File: src/rtl/mips_pkg.sv
// mips_pkg: state encoding, opcode/func values and control-field encodings shared by the multi-cycle controller.
package mips_pkg;
  typedef enum logic [3:0] {
    S_IDLE, S_FETCH, S_DECODE, S_MEMADR, S_MEMRD, S_MEMWB, S_MEMWR, S_EXEC,
    S_RWB, S_IEXEC, S_IWB, S_BRANCH, S_JUMP, S_JAL, S_JR, S_TRAP
  } state_t;
  localparam logic [5:0] OP_RTYPE = 6'h00, OP_J = 6'h02, OP_JAL = 6'h03, OP_BEQ = 6'h04,
                         OP_BNE = 6'h05, OP_ADDI = 6'h08, OP_SLTI = 6'h0A, OP_LW = 6'h23, OP_SW = 6'h2B;
  localparam logic [5:0] F_ADD = 6'h20, F_SUB = 6'h22, F_AND = 6'h24, F_OR = 6'h25, F_SLT = 6'h2A, F_JR = 6'h08;
  localparam logic [2:0] ALU_AND = 3'b000, ALU_OR = 3'b001, ALU_ADD = 3'b010, ALU_SUB = 3'b110, ALU_SLT = 3'b111;
  localparam logic [1:0] PC_ALU = 2'b00, PC_ALUOUT = 2'b01, PC_JUMP = 2'b10, PC_RS = 2'b11;
  localparam logic [1:0] RD_RT = 2'b00, RD_RD = 2'b01, RD_RA = 2'b10;
  localparam logic [1:0] WB_ALU = 2'b00, WB_MDR = 2'b01, WB_PC = 2'b10;
  localparam logic [1:0] B_REG = 2'b00, B_FOUR = 2'b01, B_IMM = 2'b10, B_SHL2 = 2'b11;
endpackage

File: src/rtl/mips_alu_dec.sv
// mips_alu_dec: ALU operation per controller state, plus R-type func legality.
module mips_alu_dec
  import mips_pkg::*;
(
  input  state_t      i_state,
  input  logic [5:0]  i_opc,
  input  logic [5:0]  i_func,
  output logic [2:0]  o_alu_op,
  output logic        o_func_ok
);
  logic [2:0] w_rop;
  always_comb begin
    w_rop = ALU_ADD;
    o_func_ok = 1'b1;
    case (i_func)
      F_ADD, F_JR: w_rop = ALU_ADD;
      F_SUB:       w_rop = ALU_SUB;
      F_AND:       w_rop = ALU_AND;
      F_OR:        w_rop = ALU_OR;
      F_SLT:       w_rop = ALU_SLT;
      default:     o_func_ok = 1'b0;
    endcase
  end
  assign o_alu_op = (i_state == S_FETCH || i_state == S_DECODE || i_state == S_MEMADR) ? ALU_ADD :
                    (i_state == S_EXEC)   ? w_rop :
                    (i_state == S_IEXEC)  ? ((i_opc == OP_SLTI) ? ALU_SLT : ALU_ADD) :
                    (i_state == S_BRANCH) ? ALU_SUB : ALU_AND;
endmodule

File: src/rtl/mips_multicycle_ctrl.sv
// mips_multicycle_ctrl: multi-cycle MIPS control FSM with memory req/ready timeout and sticky traps.
// Optional macro MIPS_BNE_EN adds bne (opcode 0x05) as a branch taken on ~zero.
module mips_multicycle_ctrl
  import mips_pkg::*;
#(
  parameter int TIMEOUT = 15,
  parameter int TMO_W   = 4
) (
  input  logic       clk,
  input  logic       rst,
  input  logic [5:0] opc,
  input  logic [5:0] func,
  input  logic       zero,
  input  logic       mem_ready,
  output logic       mem_req,
  output logic       mem_we,
  output logic       iord,
  output logic       ir_write,
  output logic       pc_write,
  output logic [1:0] pc_src,
  output logic       reg_write,
  output logic [1:0] reg_dst,
  output logic [1:0] mem_to_reg,
  output logic       alu_src_a,
  output logic [1:0] alu_src_b,
  output logic [2:0] alu_op,
  output logic       retire,
  output logic       bus_err,
  output logic       illegal
);
  state_t           r_state;
  state_t           w_dec;
  logic [TMO_W-1:0] r_cnt;
  logic             r_bus_err, r_illegal;
  logic             w_func_ok, w_mem_st, w_tmo, w_take;

  mips_alu_dec u_alu_dec (
    .i_state  (r_state),
    .i_opc    (opc),
    .i_func   (func),
    .o_alu_op (alu_op),
    .o_func_ok(w_func_ok)
  );

  assign w_mem_st = (r_state == S_FETCH) || (r_state == S_MEMRD) || (r_state == S_MEMWR);
  assign w_tmo    = (TIMEOUT != 0) && (r_cnt == TMO_W'(TIMEOUT)) && !mem_ready;
  assign bus_err  = r_bus_err;
  assign illegal  = r_illegal;
`ifdef MIPS_BNE_EN
  assign w_take = (opc == OP_BNE) ? ~zero : zero;
`else
  assign w_take = zero;
`endif

  always_comb begin
    w_dec = S_TRAP;
    case (opc)
      OP_LW, OP_SW:     w_dec = S_MEMADR;
      OP_RTYPE:         w_dec = (func == F_JR) ? S_JR : w_func_ok ? S_EXEC : S_TRAP;
      OP_BEQ:           w_dec = S_BRANCH;
`ifdef MIPS_BNE_EN
      OP_BNE:           w_dec = S_BRANCH;
`endif
      OP_J:             w_dec = S_JUMP;
      OP_JAL:           w_dec = S_JAL;
      OP_ADDI, OP_SLTI: w_dec = S_IEXEC;
      default:          w_dec = S_TRAP;
    endcase
  end

  // The wait counter is zero on entry to any memory state because every other state clears it.
  always_ff @(posedge clk or negedge rst) begin
    if (!rst) begin
      r_state   <= S_IDLE;
      r_cnt     <= '0;
      r_bus_err <= 1'b0;
      r_illegal <= 1'b0;
    end else begin
      r_cnt <= (w_mem_st && !mem_ready) ? r_cnt + 1'b1 : '0;
      case (r_state)
        S_IDLE:   r_state <= S_FETCH;
        S_FETCH, S_MEMRD, S_MEMWR: begin
          if (mem_ready) r_state <= (r_state == S_FETCH) ? S_DECODE : (r_state == S_MEMRD) ? S_MEMWB : S_FETCH;
          else if (w_tmo) begin
            r_state   <= S_TRAP;
            r_bus_err <= 1'b1;
          end
        end
        S_DECODE: begin
          r_state <= w_dec;
          if (w_dec == S_TRAP) r_illegal <= 1'b1;
        end
        S_MEMADR: r_state <= (opc == OP_SW) ? S_MEMWR : S_MEMRD;
        S_EXEC:   r_state <= S_RWB;
        S_IEXEC:  r_state <= S_IWB;
        S_TRAP:   r_state <= S_TRAP;
        default:  r_state <= S_FETCH;
      endcase
    end
  end

  always_comb begin
    mem_req = 1'b0; mem_we = 1'b0; iord = 1'b0; ir_write = 1'b0; pc_write = 1'b0;
    pc_src = PC_ALU; reg_write = 1'b0; reg_dst = RD_RT; mem_to_reg = WB_ALU;
    alu_src_a = 1'b0; alu_src_b = B_REG; retire = 1'b0;
    case (r_state)
      S_FETCH:  begin mem_req = 1'b1; alu_src_b = B_FOUR; ir_write = mem_ready; pc_write = mem_ready; pc_src = PC_ALU; end
      S_DECODE: alu_src_b = B_SHL2;
      S_MEMADR: begin alu_src_a = 1'b1; alu_src_b = B_IMM; end
      S_MEMRD:  begin mem_req = 1'b1; iord = 1'b1; end
      S_MEMWB:  begin reg_write = 1'b1; reg_dst = RD_RT; mem_to_reg = WB_MDR; retire = 1'b1; end
      S_MEMWR:  begin mem_req = 1'b1; mem_we = 1'b1; iord = 1'b1; retire = mem_ready; end
      S_EXEC:   begin alu_src_a = 1'b1; alu_src_b = B_REG; end
      S_RWB:    begin reg_write = 1'b1; reg_dst = RD_RD; mem_to_reg = WB_ALU; retire = 1'b1; end
      S_IEXEC:  begin alu_src_a = 1'b1; alu_src_b = B_IMM; end
      S_IWB:    begin reg_write = 1'b1; reg_dst = RD_RT; mem_to_reg = WB_ALU; retire = 1'b1; end
      S_BRANCH: begin alu_src_a = 1'b1; pc_src = PC_ALUOUT; pc_write = w_take; retire = 1'b1; end
      S_JUMP:   begin pc_src = PC_JUMP; pc_write = 1'b1; retire = 1'b1; end
      S_JAL:    begin pc_src = PC_JUMP; pc_write = 1'b1; reg_write = 1'b1; reg_dst = RD_RA; mem_to_reg = WB_PC; retire = 1'b1; end
      S_JR:     begin pc_src = PC_RS; pc_write = 1'b1; retire = 1'b1; end
      default:  ;
    endcase
  end
endmodule

File: config.mk
export PLATFORM = sky130hd
export DESIGN_NAME = mips_multicycle_ctrl
export DESIGN_NICKNAME = d
export VERILOG_FILES = /design/src/rtl/mips_pkg.sv /design/src/rtl/mips_alu_dec.sv /design/src/rtl/mips_multicycle_ctrl.sv
export SDC_FILE = /design/constraint.sdc
export NUM_CORES = 1
export LEC_CHECK = 0
export CORE_AREA = 2 2 70 45
export CTS_CLUSTER_DIAMETER = 80
export DETAILED_ROUTE_END_ITERATION = 10
export DIE_AREA = 0 0 72 47
export GPL_TIMING_DRIVEN = 0
export PLACE_DENSITY_LB_ADDON = 0.3
export SKIP_CTS_REPAIR_TIMING = 1
export SLEW_MARGIN = 25
export SYNTH_ARGS = -nofsm -noshare
export SYNTH_HDL_FRONTEND = slang
export SYNTH_SLANG_ARGS = --single-unit
File: constraint.sdc
create_clock -name clk -period 1.95 [get_ports clk]
set_clock_uncertainty 0.05 [all_clocks]
set_input_delay 0.39 -clock clk [delete_from_list [all_inputs] [get_ports clk]]
set_output_delay 0.39 -clock clk [all_outputs]
set_load 0.01 [all_outputs]
==> results by group <==
Run
  • Max cap viols: 0

Pwr
  • Logic pwr share: 0.696
  • Static Leakage: 0.9367 nW
  • Power Density: 1094 mW/mm2
  • Switching portion of total power: 0.4409
  • Peak VDD IR: 544.5 uV
  • Clock network power share: 0.141
  • Sequential power share: 0.163
  • Internal: 0.001033 W
  • Switching pwr: 0.0008150 W

Floorplanning
  • Die ar.: 0.003384 mm2
  • Row count: 15
  • Initial core utilization: 0.3791
  • Die H: roughly 47 um
  • Core ar.: 0.002759 mm2
  • Io pins: 37
  • Die width: 72 um

STA
  • Final setup vio count: 4
  • Fin crit period: ~2.2 ns
  • Slew HR: 0.6361
  • Fmax: 0.4528 GHz
  • Fin worst setup slack: -0.2586 ns
  • Final Hold Viols: 0
  • RSZ-0062 raised after global routing: true
  • Fin Hold WS: 0.4161 ns
  • Tightest Pin Transition: 0.5412 ns
  • Fin crit share: 1.133
  • Max Slew Vio Count: 0

Critical path
  • Maximum fanout along the worst path: 9
  • Flop-to-flop setup slack: 0.07 ns
  • R2r startpoint: r_state[0]
  • Delay-heaviest family, CP: buffers and inverters
  • Worst Path Buf+Inv: 2
  • FF-to-FF path depth: 5
  • Crit path DAT: 1.77 ns
  • CP Cell Sequence: buf_6 -> nor2b_1 -> a21oi_2 -> nor2_1 -> clkdlybuf4s50_1
  • Slowest Stage Delay on Critical Path: roughly 0.53 ns
  • Cell with the largest stage delay on the worst path: clkdlybuf4s50_1
  • Crit Path Class: flip-flop to primary output
  • Data required, critical path: ~1.5 ns
  • Worst r2r dst: r_state[3]
  • Setup crit start kind: flip-flop
  • Crit. End Element: primary output
  • CP Launch Point: r_state[0]

GRT
  • Initial antenna violation count: 0
  • GR Util All Layers: 0.2025
  • First-pass GRT wire length: around 5300 um
  • GR Overflow Total: 0
  • Vias in the first global route: approximately 1,100
  • Largest net degree at the start of global routing: 11

Cells and area
  • Most common cell after layout, fill and taps aside: dlymetal6s2s_1
  • Syn-to-layout area delta: 61.48%
  • Most frequent cells in the layout: dlymetal6s2s_1 (22), nor2_1 (13), a21oi_1 (12)
  • Layout Utilization: 0.6122
  • Fin nets: 203
  • Fillcell total: 242
  • Share of cells above drive strength 1: 0.2811
  • ANT cells: 0

Synthesis
  • Share of synthesized registers carrying an async set or reset: 1.000
  • Synthesized net count: 158
  • Number of synthesized flops with an enable pin: 0
  • Syn avg cell area: roughly 7.4 um2
  • Sequential area share after synthesis: 0.2392
  • Synthesized area: roughly 0.0010 mm2
  • Post-synth cell types: 46
  • Synthesis warning total: 0
  • Post-synth top flop: dfrtp_1
  • Flops & latches, synth: 10
  • Post-Syn Instances: 141

Detailed routing
  • Final wirelength: approximately 3500 um
  • Vias per inst: 5.886
  • Via count: between 1,000 and 1,500
  • Remaining DRCs: 0
  • Post-route ant nets: 0
  • Drt first pass iters: 5
  • Iter 0 DRT Violations: 96
  • Wire per inst: 16.14 um

Status
  • Status: finished, violations left
  • Violated checks: negative setup slack

Clock network
  • Clock buffer depth: 2
  • CTS Buf Count: 3
  • Total clock sinks: 10
  • H-tree depth: 1
  • Clock latency on the worst-skew pair: 0.24 ns
  • Clock transition at path regs: 0.05 ns
  • CTS tree: yes
  • Clock root cell: clkbuf_8

Placed design
  • Final GP Congestion: 0.9072
  • Input/output buffers: 36
  • Dpl hpwl: 2503 um

Hold path
  • Hold Path Class: input port to asynchronous set/reset pin
metal layers:
| layer | vias up | track usage | routed length [um] |
|---|---|---|---|
| li1 | 615 | - | - |
| met1 | 606 | 0.2672 | 1566 |
| met2 | 66 | 0.3222 | 1637 |
| met3 | 2 | 0.08369 | 312 |
| met4 | 0 | 0.03396 | 17 |
| met5 | - | 0 | 0 |
worst max-delay path by stage:
| stage | end | slack, ns | depth (start not counted) |
|---|---|---|---|
| 2_1_floorplan | alu_op[2] | 0.01 | 3 |
| 3_3_place_gp | alu_op[2] | -1.11 | 5 |
| 3_5_place_dp | alu_op[2] | -1.15 | 5 |
| 4_1_cts | alu_op[2] | -1.15 | 5 |
| 5_1_grt | mem_req | -0.33 | 5 |
| 6_report | mem_req | -0.26 | 5 |
registers in the layout (all words and copies together) (netlist names):
register	cells
r_cnt	4
bus_err	1
illegal	1
r_state	4
power groups by stage:
stage | combinational, W | clock [W] | sequential [W]
floorplan | 0.000685 | 0 | 0.000283
global placement | 0.00112 | 0 | 0.000292
detailed placement | 0.00113 | 0 | 0.000292
CTS | 0.00114 | 0.000265 | 0.000289
global route | 0.00140 | 0.000276 | 0.000305
finish | 0.00129 | 0.000261 | 0.000300
synth_stat cells, types with 2 or more instances:
cell | n | area, um2
a21oi_1 | 14 | 70.07
a31oi_1 | 4 | 25.02
and2_1 | 2 | 12.51
buf_1 | 2 | 7.510
buf_2 | 2 | 10.01
clkbuf_1 | 5 | 18.77
dfrtp_1 | 10 | 250.2
inv_1 | 2 | 7.510
nand2_1 | 11 | 41.29
nand2b_1 | 5 | 31.28
nand3_1 | 7 | 35.03
nand3b_1 | 3 | 22.52
nor2_1 | 16 | 60.06
nor2b_1 | 8 | 50.05
nor3_1 | 7 | 35.03
nor3b_1 | 2 | 15.01
o21ai_0 | 5 | 25.02
o21bai_1 | 4 | 30.03
o221ai_1 | 2 | 17.52
o32ai_1 | 2 | 17.52
or2_2 | 2 | 12.51
xnor2_1 | 2 | 17.52
kinds of logic (layout without fill, tap and decap cells):
| kind of cell | after synthesis | after routing | share of synthesized area |
|---|---|---|---|
| and+or+nand+nor | 70 | 70 | 0.3672 |
| AOI/OAI and AO/OA | 43 | 43 | 0.2931 |
| buffers and inverters | 14 | 58 | 0.06340 |
| DFF | 10 | 10 | 0.2392 |
| xor gates and xnor gates | 3 | 3 | 0.02512 |
| adders and majority gates | 1 | 1 | 0.01196 |
area by class of cell:
cell class	instances	area (um2)	share of cell area
flip-flops and latches	10	252.7	0.1496
inverters	3	11.26	0.006667
well taps	34	42.54	0.02519
repair buffers	40	405.4	0.2400
plain buffers	11	106.4	0.06296
multi-input cells	117	815.8	0.4830
clock buffers	4	55.05	0.03259
stage by stage:
stage	TNS, ns	std cells	instance area, um2	worst slack (ns)	power [W]
floorplan	0	141	1046	0.009864	0.0009675
global placement	-9.290	211	1449	-1.110	0.001412
detailed placement	-9.845	211	1449	-1.153	0.001423
CTS	-13.12	215	1504	-1.153	0.001689
global route	-1.050	219	1689	-0.3306	0.001978
finish	-0.7394	219	1689	-0.2586	0.001848
(Power assumes the default switching activity.)
